$ cat src/rtl/led_display_engine.sv
// LED pattern driver for the reaction-timer: per-state static patterns, blink, sweep chaser
// and a dev-mode status display. All animation timing restarts on every FSM state change.
module led_display_engine #(
   parameter int NUM_LEDS  = 16,
   parameter int BLINK_DIV = 25000000,
   parameter int SWEEP_DIV = 5000000,
   parameter int DIV_W     = 32
) (
   input  logic                clk,
   input  logic                reset,
   input  logic [2:0]          current_state,
   input  logic                dev_mode,
   input  logic                is_high_score,
   output logic [NUM_LEDS-1:0] LED
);

   localparam logic [2:0] STATE_IDLE        = 3'd0;
   localparam logic [2:0] STATE_PREP        = 3'd1;
   localparam logic [2:0] STATE_TEST        = 3'd2;
   localparam logic [2:0] STATE_RESULT_OK   = 3'd3;
   localparam logic [2:0] STATE_RESULT_FAIL = 3'd4;

   localparam int SW = (NUM_LEDS > 1) ? $clog2(NUM_LEDS) : 1;

   localparam logic [DIV_W-1:0] BLINK_LAST = DIV_W'(BLINK_DIV - 1);
   localparam logic [DIV_W-1:0] SWEEP_LAST = DIV_W'(SWEEP_DIV - 1);
   localparam logic [DIV_W-1:0] CNT_ONE    = DIV_W'(1);
   localparam logic [SW-1:0]    POS_LAST   = SW'(NUM_LEDS - 1);
   localparam logic [SW-1:0]    POS_ONE    = SW'(1);
   localparam logic [SW:0]      HALF_W     = (SW+1)'(NUM_LEDS / 2);
   localparam logic [SW:0]      LEDS_W     = (SW+1)'(NUM_LEDS);

   logic [DIV_W-1:0] blink_cnt_r;
   logic [DIV_W-1:0] sweep_cnt_r;
   logic             blink_phase_r;
   logic [SW-1:0]    sweep_pos_r;
   logic [2:0]       prev_state_r;

   logic                state_chg_s;
   logic                blink_wrap_s;
   logic                sweep_wrap_s;
   logic                eff_phase_s;
   logic [SW-1:0]       eff_pos_s;
   logic [SW:0]         dot_sum_s;
   logic [SW-1:0]       hs_pos_s;
   logic [4:0]          top5_s;
   logic [NUM_LEDS-1:0] next_led_s;

   // Next LED pattern from pre-edge state; a state change shows phase 0 / pos 0 immediately
   always_comb begin
      state_chg_s  = (current_state != prev_state_r);
      blink_wrap_s = (blink_cnt_r == BLINK_LAST);
      sweep_wrap_s = (sweep_cnt_r == SWEEP_LAST);

      if (state_chg_s) begin
         eff_phase_s = 1'b0;
         eff_pos_s   = {SW{1'b0}};
      end else begin
         eff_phase_s = blink_phase_r;
         eff_pos_s   = sweep_pos_r;
      end

      // One extra bit so the opposite-dot wrap is correct for non-power-of-2 widths
      dot_sum_s = {1'b0, eff_pos_s} + HALF_W;
      if (dot_sum_s >= LEDS_W) begin
         dot_sum_s = dot_sum_s - LEDS_W;
      end else begin
         dot_sum_s = dot_sum_s;
      end
      hs_pos_s = dot_sum_s[SW-1:0];

      next_led_s = {NUM_LEDS{1'b0}};
      top5_s     = 5'b00000;

      if (dev_mode) begin
         case (current_state)
            STATE_IDLE:        top5_s = 5'b10000;
            STATE_PREP:        top5_s = 5'b01000;
            STATE_TEST:        top5_s = 5'b00100;
            STATE_RESULT_OK:   top5_s = 5'b00010;
            STATE_RESULT_FAIL: top5_s = 5'b00001;
            default:           top5_s = 5'b00000;
         endcase
         next_led_s[NUM_LEDS-1 -: 5] = top5_s;
         next_led_s[NUM_LEDS-6]      = is_high_score;
         next_led_s[NUM_LEDS-7]      = eff_phase_s;
         if (current_state == STATE_TEST) begin
            next_led_s[NUM_LEDS-8:0] = {(NUM_LEDS-7){1'b1}};
         end else begin
            next_led_s[NUM_LEDS-8:0] = {(NUM_LEDS-7){1'b0}};
         end
      end else begin
         case (current_state)
            STATE_IDLE:        next_led_s = {NUM_LEDS{1'b0}};
            STATE_PREP:        next_led_s = {NUM_LEDS{1'b0}};
            STATE_TEST:        next_led_s = {NUM_LEDS{1'b1}};
            STATE_RESULT_OK: begin
               next_led_s[eff_pos_s] = 1'b1;
               if (is_high_score) begin
                  next_led_s[hs_pos_s] = 1'b1;
               end else begin
                  next_led_s[hs_pos_s] = next_led_s[hs_pos_s];
               end
            end
            STATE_RESULT_FAIL: next_led_s = {NUM_LEDS{eff_phase_s}};
            default:           next_led_s = {NUM_LEDS{1'b0}};
         endcase
      end
   end

   // Prescalers, animation state, state tracking and the LED output register
   always_ff @(posedge clk or posedge reset) begin
      if (reset) begin
         blink_cnt_r   <= {DIV_W{1'b0}};
         sweep_cnt_r   <= {DIV_W{1'b0}};
         blink_phase_r <= 1'b0;
         sweep_pos_r   <= {SW{1'b0}};
         prev_state_r  <= STATE_IDLE;
         LED           <= {NUM_LEDS{1'b0}};
      end else begin
         prev_state_r <= current_state;
         LED          <= next_led_s;
         if (state_chg_s) begin
            blink_cnt_r   <= {DIV_W{1'b0}};
            sweep_cnt_r   <= {DIV_W{1'b0}};
            blink_phase_r <= 1'b0;
            sweep_pos_r   <= {SW{1'b0}};
         end else begin
            if (blink_wrap_s) begin
               blink_cnt_r   <= {DIV_W{1'b0}};
               blink_phase_r <= ~blink_phase_r;
            end else begin
               blink_cnt_r   <= blink_cnt_r + CNT_ONE;
            end
            if (sweep_wrap_s) begin
               sweep_cnt_r <= {DIV_W{1'b0}};
               if (sweep_pos_r == POS_LAST) begin
                  sweep_pos_r <= {SW{1'b0}};
               end else begin
                  sweep_pos_r <= sweep_pos_r + POS_ONE;
               end
            end else begin
               sweep_cnt_r <= sweep_cnt_r + CNT_ONE;
            end
         end
      end
   end

endmodule
$ cat config.mk
export PLATFORM = sky130hd
export DESIGN_NAME = led_display_engine
export DESIGN_NICKNAME = d
export VERILOG_FILES = /design/src/rtl/led_display_engine.sv
export SDC_FILE = /design/constraint.sdc
export NUM_CORES = 1
export LEC_CHECK = 0
export ABC_AREA = 0
export CAP_MARGIN = 15
export CELL_PAD_IN_SITES_DETAIL_PLACEMENT = 1
export CELL_PAD_IN_SITES_GLOBAL_PLACEMENT = 2
export CORE_MARGIN = 2
export CORE_UTILIZATION = 35
export CTS_CLUSTER_SIZE = 14
export DETAILED_ROUTE_END_ITERATION = 16
export HOLD_SLACK_MARGIN = 0.02
export PLACE_DENSITY_LB_ADDON = 0.1
export SYNTH_ARGS = -nofsm -noshare
export SYNTH_HDL_FRONTEND = slang
export SYNTH_SLANG_ARGS = --single-unit
$ cat constraint.sdc
create_clock -name clk -period 3 [get_ports clk]
set_input_delay 0.6 -clock clk [delete_from_list [all_inputs] [get_ports clk]]
set_output_delay 0.6 -clock clk [all_outputs]
set_load 0.01 [all_outputs]
; ---- Yosys cells after proc, flatten, opt, wreduce, memory -nomap -nowiden
; Index checks and enable logic that the tools add are counted.
[totals]
regBits = 88
input_bits = 7
output_inout_bits = 16
[classes]
addsub = 5
order_cmp = 5
eq_ne = 8
n_mux = 24
n_bitwise = 2
n_reduce_logical = 5
[ops]
columns = op, n
row1 = $mux W32, 4
row2 = $add A32 B1 Y32 const B, 2
row3 = $pmux W16 S3, 1
row4 = $eq A32 B23 Y1 const B, 1
row5 = $eq A32 B25 Y1 const B, 1
row6 = $mux W16, 2
row7 = $pmux W5 S5, 1
row8 = $mux W4, 5
row9 = $bwmux W16, 1
row10 = $or A16 B16 Y16, 1
row11 = $lt A4 B5 Y1 const B, 2
row12 = $mux W9, 1
row13 = $demux W1 S4, 2
row14 = $ge A4 B1 Y1 const B, 2
row15 = $eq A3 B2 Y1 const B, 2
row16 = $mux W1, 6
row17 = $add A4 B4 Y5 const B, 1
row18 = $ge A5 B5 Y1 const B, 1
row19 = $add A4 B1 Y4 const B, 1
row20 = $bmux W1 S4, 1
row21 = $eq A4 B4 Y1 const B, 1
row22 = $reduce_bool A2 Y1, 2
row23 = $sub A4 B1 Y4 const B, 1
row24 = $eq A3 B1 Y1 const B, 1
row25 = other kinds (5), 6

; ---- Longest topological paths before layout
[logic_depth]
ltp_word = 13
mapped_depth = 7
ltp_nobuf = 5

; ---- Worst setup path before layout
; Ideal clock, no wire load.
[synth_timing]
kind = input -> register
start = input port current_state[1]
end = register LED[1]
arrival_time_ns = 2.171
t_required_ns = 2.917
slack_ns = 0.746
stages = 5
path_cell_list = clkbuf_1 -> nor4bb_1 -> nand4_1 -> or3b_2 -> o21ai_0
[synth_between]
elab_chain_cells = 13
elab_cells_between_ends = 28
[synth_rtl]
columns = item, line_no
row1 = from (decl), 11  ; input logic [2:0] current_state,
row2 = $ne A3 B3 Y1, 51  ; state_chg_s = (current_state != prev_state_r);
row3 = $mux W4, 55  ; if (state_chg_s) begin
row4 = $add A4 B4 Y5, 64  ; dot_sum_s = {1'b0, eff_pos_s} + HALF_W;
row5 = $sub A4 B1 Y4 or $ge A5 B5 Y1 (tied branches), "66, 65"
row6 = $mux W4, 65  ; if (dot_sum_s >= LEDS_W) begin
row7 = $lt A4 B5 Y1 (not written as such) or $ge A4 B1 Y1 (tied branches), "100, 102"
row8 = $logic_and A1 B1 Y1 (not written as such), "100, 102"
row9 = $mux W1 (not written as such), "100, 102"
row10 = $demux W1 S4, "100, 102"
row11 = $bwmux W16 or $or A16 B16 Y16 (tied branches), --
row12 = $mux W16, 99  ; if (is_high_score) begin
row13 = $pmux W16 S3, 93  ; case (current_state)
row14 = $mux W16 (*), 75  ; if (dev_mode) begin
row15 = named net next_led_s[1], 47  ; logic [NUM_LEDS-1:0] next_led_s;
row16 = to (signal assigned), 119  ; LED <= {NUM_LEDS{1'b0}};
row17 = to (signal assigned), 122  ; LED <= next_led_s;
row18 = to (decl), 14  ; output logic [NUM_LEDS-1:0] LED
; Mark *: on every way through the listed nets, which the timed path passes. The rest lies on a longest branch. The select of a mux whose other input is x is not followed.
; A chain may end at the register's enable or synchronous reset.

; ---- Worst setup path after layout
[layout_timing]
start = register blink_cnt_r[0]
end = register blink_cnt_r[24]
[layout_between]
elab_chain_cells = 3
elab_cells_between_ends = 4
[layout_rtl]
columns = item, line_no
row1 = from (decl), 33  ; logic [DIV_W-1:0] blink_cnt_r;
row2 = from (signal assigned), 114  ; blink_cnt_r <= {DIV_W{1'b0}};
row3 = from (signal assigned), 124  ; blink_cnt_r <= {DIV_W{1'b0}};
row4 = from (signal assigned), 130  ; blink_cnt_r <= {DIV_W{1'b0}};
row5 = $add A32 B1 Y32 or $eq A32 B25 Y1 (tied branches), "133, 52"
row6 = $mux W32 (*), 129  ; if (blink_wrap_s) begin
row7 = $mux W32 (*), 123  ; if (state_chg_s) begin
; Every way passes the cells marked *; elsewhere a longest branch is shown, timed or not.

==> impl_results.md <==
- Top sig layer: met4
- Post-route cell area: approximately 0.0054 mm2
- I/O pin total: 23
- Vias in the first global route: 4,164
- Hold Path Depth: 1
- Post-layout minimum cycle time: approximately 2.5 ns
- Yosys warnings: 0
- PwrDens: about 460 mW/mm2
- DIE WIDTH: 119 um
- M1 WL: between 6000 and 7000 um
- Netlist cell types: 42
- Dpl hpwl: approximately 8500 um
- Status: finished clean
- R2r worst-path depth: 5
- CTS clk-pin slew, worst paths: approximately 0.06 ns
- Initial antenna violation count: 0
- Wire length per cell: 17.6 um
- Initial core utilization: between 30% and 40%
- Area growth, synth to finish: 16.8%
- Mapped Area: 0.00459 mm2
- Critical path fanouts, max: 8
- Synth Instances: approximately 500
- Max-cap check violation count: 0
- H-tree levels: 3
- Achievable Freq: just under 400 MHz
- Post-synth EDFFs: 0
- Hold Fails Final Rpt: 0
- Arrival time worst endpoint: between 2 and 3 ns
- CP Launch Point: blink_cnt_r[0]
- Worst VDD drop: 0.000251 V
- Syn_nets: 501
- Postcts setup bufs: 0
- Critical path launch point type: flop
- Total gr overflow: 0
- Final setup fails: 0
- All-Layer GR Usage: 18.7%
- Final wirelength: around 12,000 um
- Ranking of synthesized cells by area: dfrtp_1 48%, xnor2_1 4.2%, o21ai_0 4.0%
- Buf+Inv Stages, Crit Path: 0
- Placed cell areas: around 0.0051 mm2
- TritonCTS clock tree: done
- Met3 WL post-DR: 252 um
- Largest net degree at the start of global routing: 36
- Initial drt markers: 153
- Slew margin rel.: between 30 and 40%
- Max Clock Skew: about 0.0034 ns
- Post-CTS resize count: 0
- Syn_area_per_cell: between 9 and 10 um2
- Setup crit end kind: flop
- Met2 wire length: approximately 5700 um
- Nets@finish: 526
- Number of I/O port buffers: 22
- Delay of the slowest critical-path stage: 0.77 ns
- Crit path kind: reg -> reg
- Cell Chain, Critical Path: ha_1, nand4_1, or4_1, or4_1, a211oi_1
- Least-Margin Pin Slew: about 0.90 ns
- CP required: between 3 and 4 ns
- Sequential-to-total area share from yosys stat: 48.0%
- DR pass1 iterations: 4
- First-pass GRT wire length: 21,500 um
- Reg2reg end: blink_cnt_r[24]
- Setup tns final: 0 ns
- Clock buffer depth: 2
- Number of diodes: 0
- Slowest CP cell: or4_1
- Final Slew Violations: 0
- Post-synth top area cell: dfrtp_1
- Gpl congestion: between 0.7 and 0.8
- DIE AREA: between 0.01 and 0.015 mm2
- Clock Latency Late Sink: 0.34 ns
- Core Rows: 41
- Share of cells above drive strength 1: 6.54%
- Antenna-violating nets left: 0
- Cts bufs inserted: 9
- RSZ-0062 raised after global routing: false
- Critical path's top delay family: simple AND/OR/NAND/NOR gates
- Hold Crit Start: blink_cnt_r[0]
- CTS root buf: clkbuf_16
- Yosys top cell area share: between 40% and 50%
- Via total after detailed routing: 3,952
- Reg-to-reg startpoint: blink_cnt_r[0]
- Fin crit share: 84.3%
- CTS sink count: just under 90
- Hold buffers post-CTS: 0
- Ys async rst share: 100%
- Cell repeated most along the worst path: or4_1
- Hold endpoint: blink_cnt_r[0]
- FF-to-FF setup slack: approximately 0.47 ns
- Core Region: between 0.01 and 0.015 mm2
- Prevailing post-synth register cell: dfrtp_1
- Die height: approximately 120 um
- Synth Register Bits: between 80 and 90
- HP Class: reg -> reg
- DR DRC count: 0
- Vias per cell: 5.71
- Leakage power: 1.88 nW
-- placed cells by master (no fill, tap or decap), drive strengths merged, types with 12 or more instances in the layout --
cell type / count
dfrtp: 88
o21ai: 38
a21oi: 29
nor2: 29
nand3: 27
nor3: 26
nand4: 23
nand2: 23
xnor2: 22
or3: 22
or4: 22
clkdlybuf4s50: 22
o31ai: 17
inv: 15
a211oi: 15
nor4: 15
buf: 15
clkbuf: 12
-- report_power, final --
part | total [W] | switching, W | internal [W]
clock | 0.00113 | 0.000466 | 0.000663
sequential | 0.00121 | 0.00000667 | 0.00120
combinational | 0.000144 | 0.0000923 | 0.0000517
total | 0.00248 | 0.000565 | 0.00192
-- synth_stat cells, types with 3 or more instances --
| cell type | instances |
|---|---|
| ha_1 | 3 |
| clkbuf_1 | 19 |
| nand4_1 | 23 |
| a21oi_1 | 29 |
| nor2_1 | 29 |
| nand2_1 | 23 |
| a211oi_1 | 15 |
| xor2_1 | 7 |
| or4_1 | 22 |
| o31ai_1 | 17 |
| o21ai_0 | 37 |
| inv_1 | 16 |
| nor4bb_1 | 3 |
| xnor2_1 | 22 |
| nand2b_1 | 7 |
| and3_1 | 3 |
| buf_2 | 4 |
| or3_1 | 22 |
| nor3_1 | 26 |
| dfrtp_1 | 88 |
| and4_1 | 11 |
| nand3_1 | 27 |
| nor4_1 | 14 |
-- kinds of logic after synthesis --
logic type / count (synthesis) / share of synthesized area (%)
and+or+nand+nor: 222 / 27.9
AOI/OAI and AO/OA: 109 / 14.2
DFF: 88 / 48.0
buffers and inverters: 39 / 3.30
xor gates and xnor gates: 29 / 5.53
adders and majority gates: 3 / 0.818
muxes: 1 / 0.218
-- worst max path at each step --
stage,end,slack (ns),depth (start not counted)
final,blink_cnt_r[24],0.47,5
after global routing,blink_cnt_r[24],0.30,5
after CTS,blink_cnt_r[24],0.47,5
after detailed placement,LED[3],0.40,5
after global placement,LED[3],0.45,5
after floorplan,LED[0],0.12,1
-- per-layer routing --
metal / GRT usage (%) / vias to the layer above
met5: 0 / -
met3: 2.94 / 11
met1: 25.7 / 2010
li1: - / 1901
met2: 30.2 / 30
met4: 6.25 / 0
-- sequential cells by signal, summed over array words and instances, names as in the netlist --
name,cells
LED,16
prev_state_r,3
sweep_pos_r,4
blink_phase_r,1
sweep_cnt_r,32
blink_cnt_r,32
-- final cells by class --
type	instances	area (um2)
Clock buffer	12	246
Clock inverter	3	42.5
Fill cell	1485	7360
Inverter	16	61.3
Multi-Input combinational cell	364	2250
Sequential cell	88	2200
Tap cell	172	215
Timing Repair Buffer	37	345
-- through the flow --
step | instances | setup slack (ns) | hold WS [ns] | power (W) | util (%)
after CTS | 692 | 0.468 | 0.508 | 0.00253 | 42.1
final | 692 | 0.470 | 0.506 | 0.00248 | 42.1
after global routing | 692 | 0.305 | 0.550 | 0.00259 | 42.1
after detailed placement | 677 | 0.403 | 0.497 | 0.00138 | 39.9
after global placement | 677 | 0.448 | 0.490 | 0.00138 | 39.9
after floorplan | 491 | 0.121 | 0.467 | 0.00131 | -
Power figures use the tool's default switching activity.
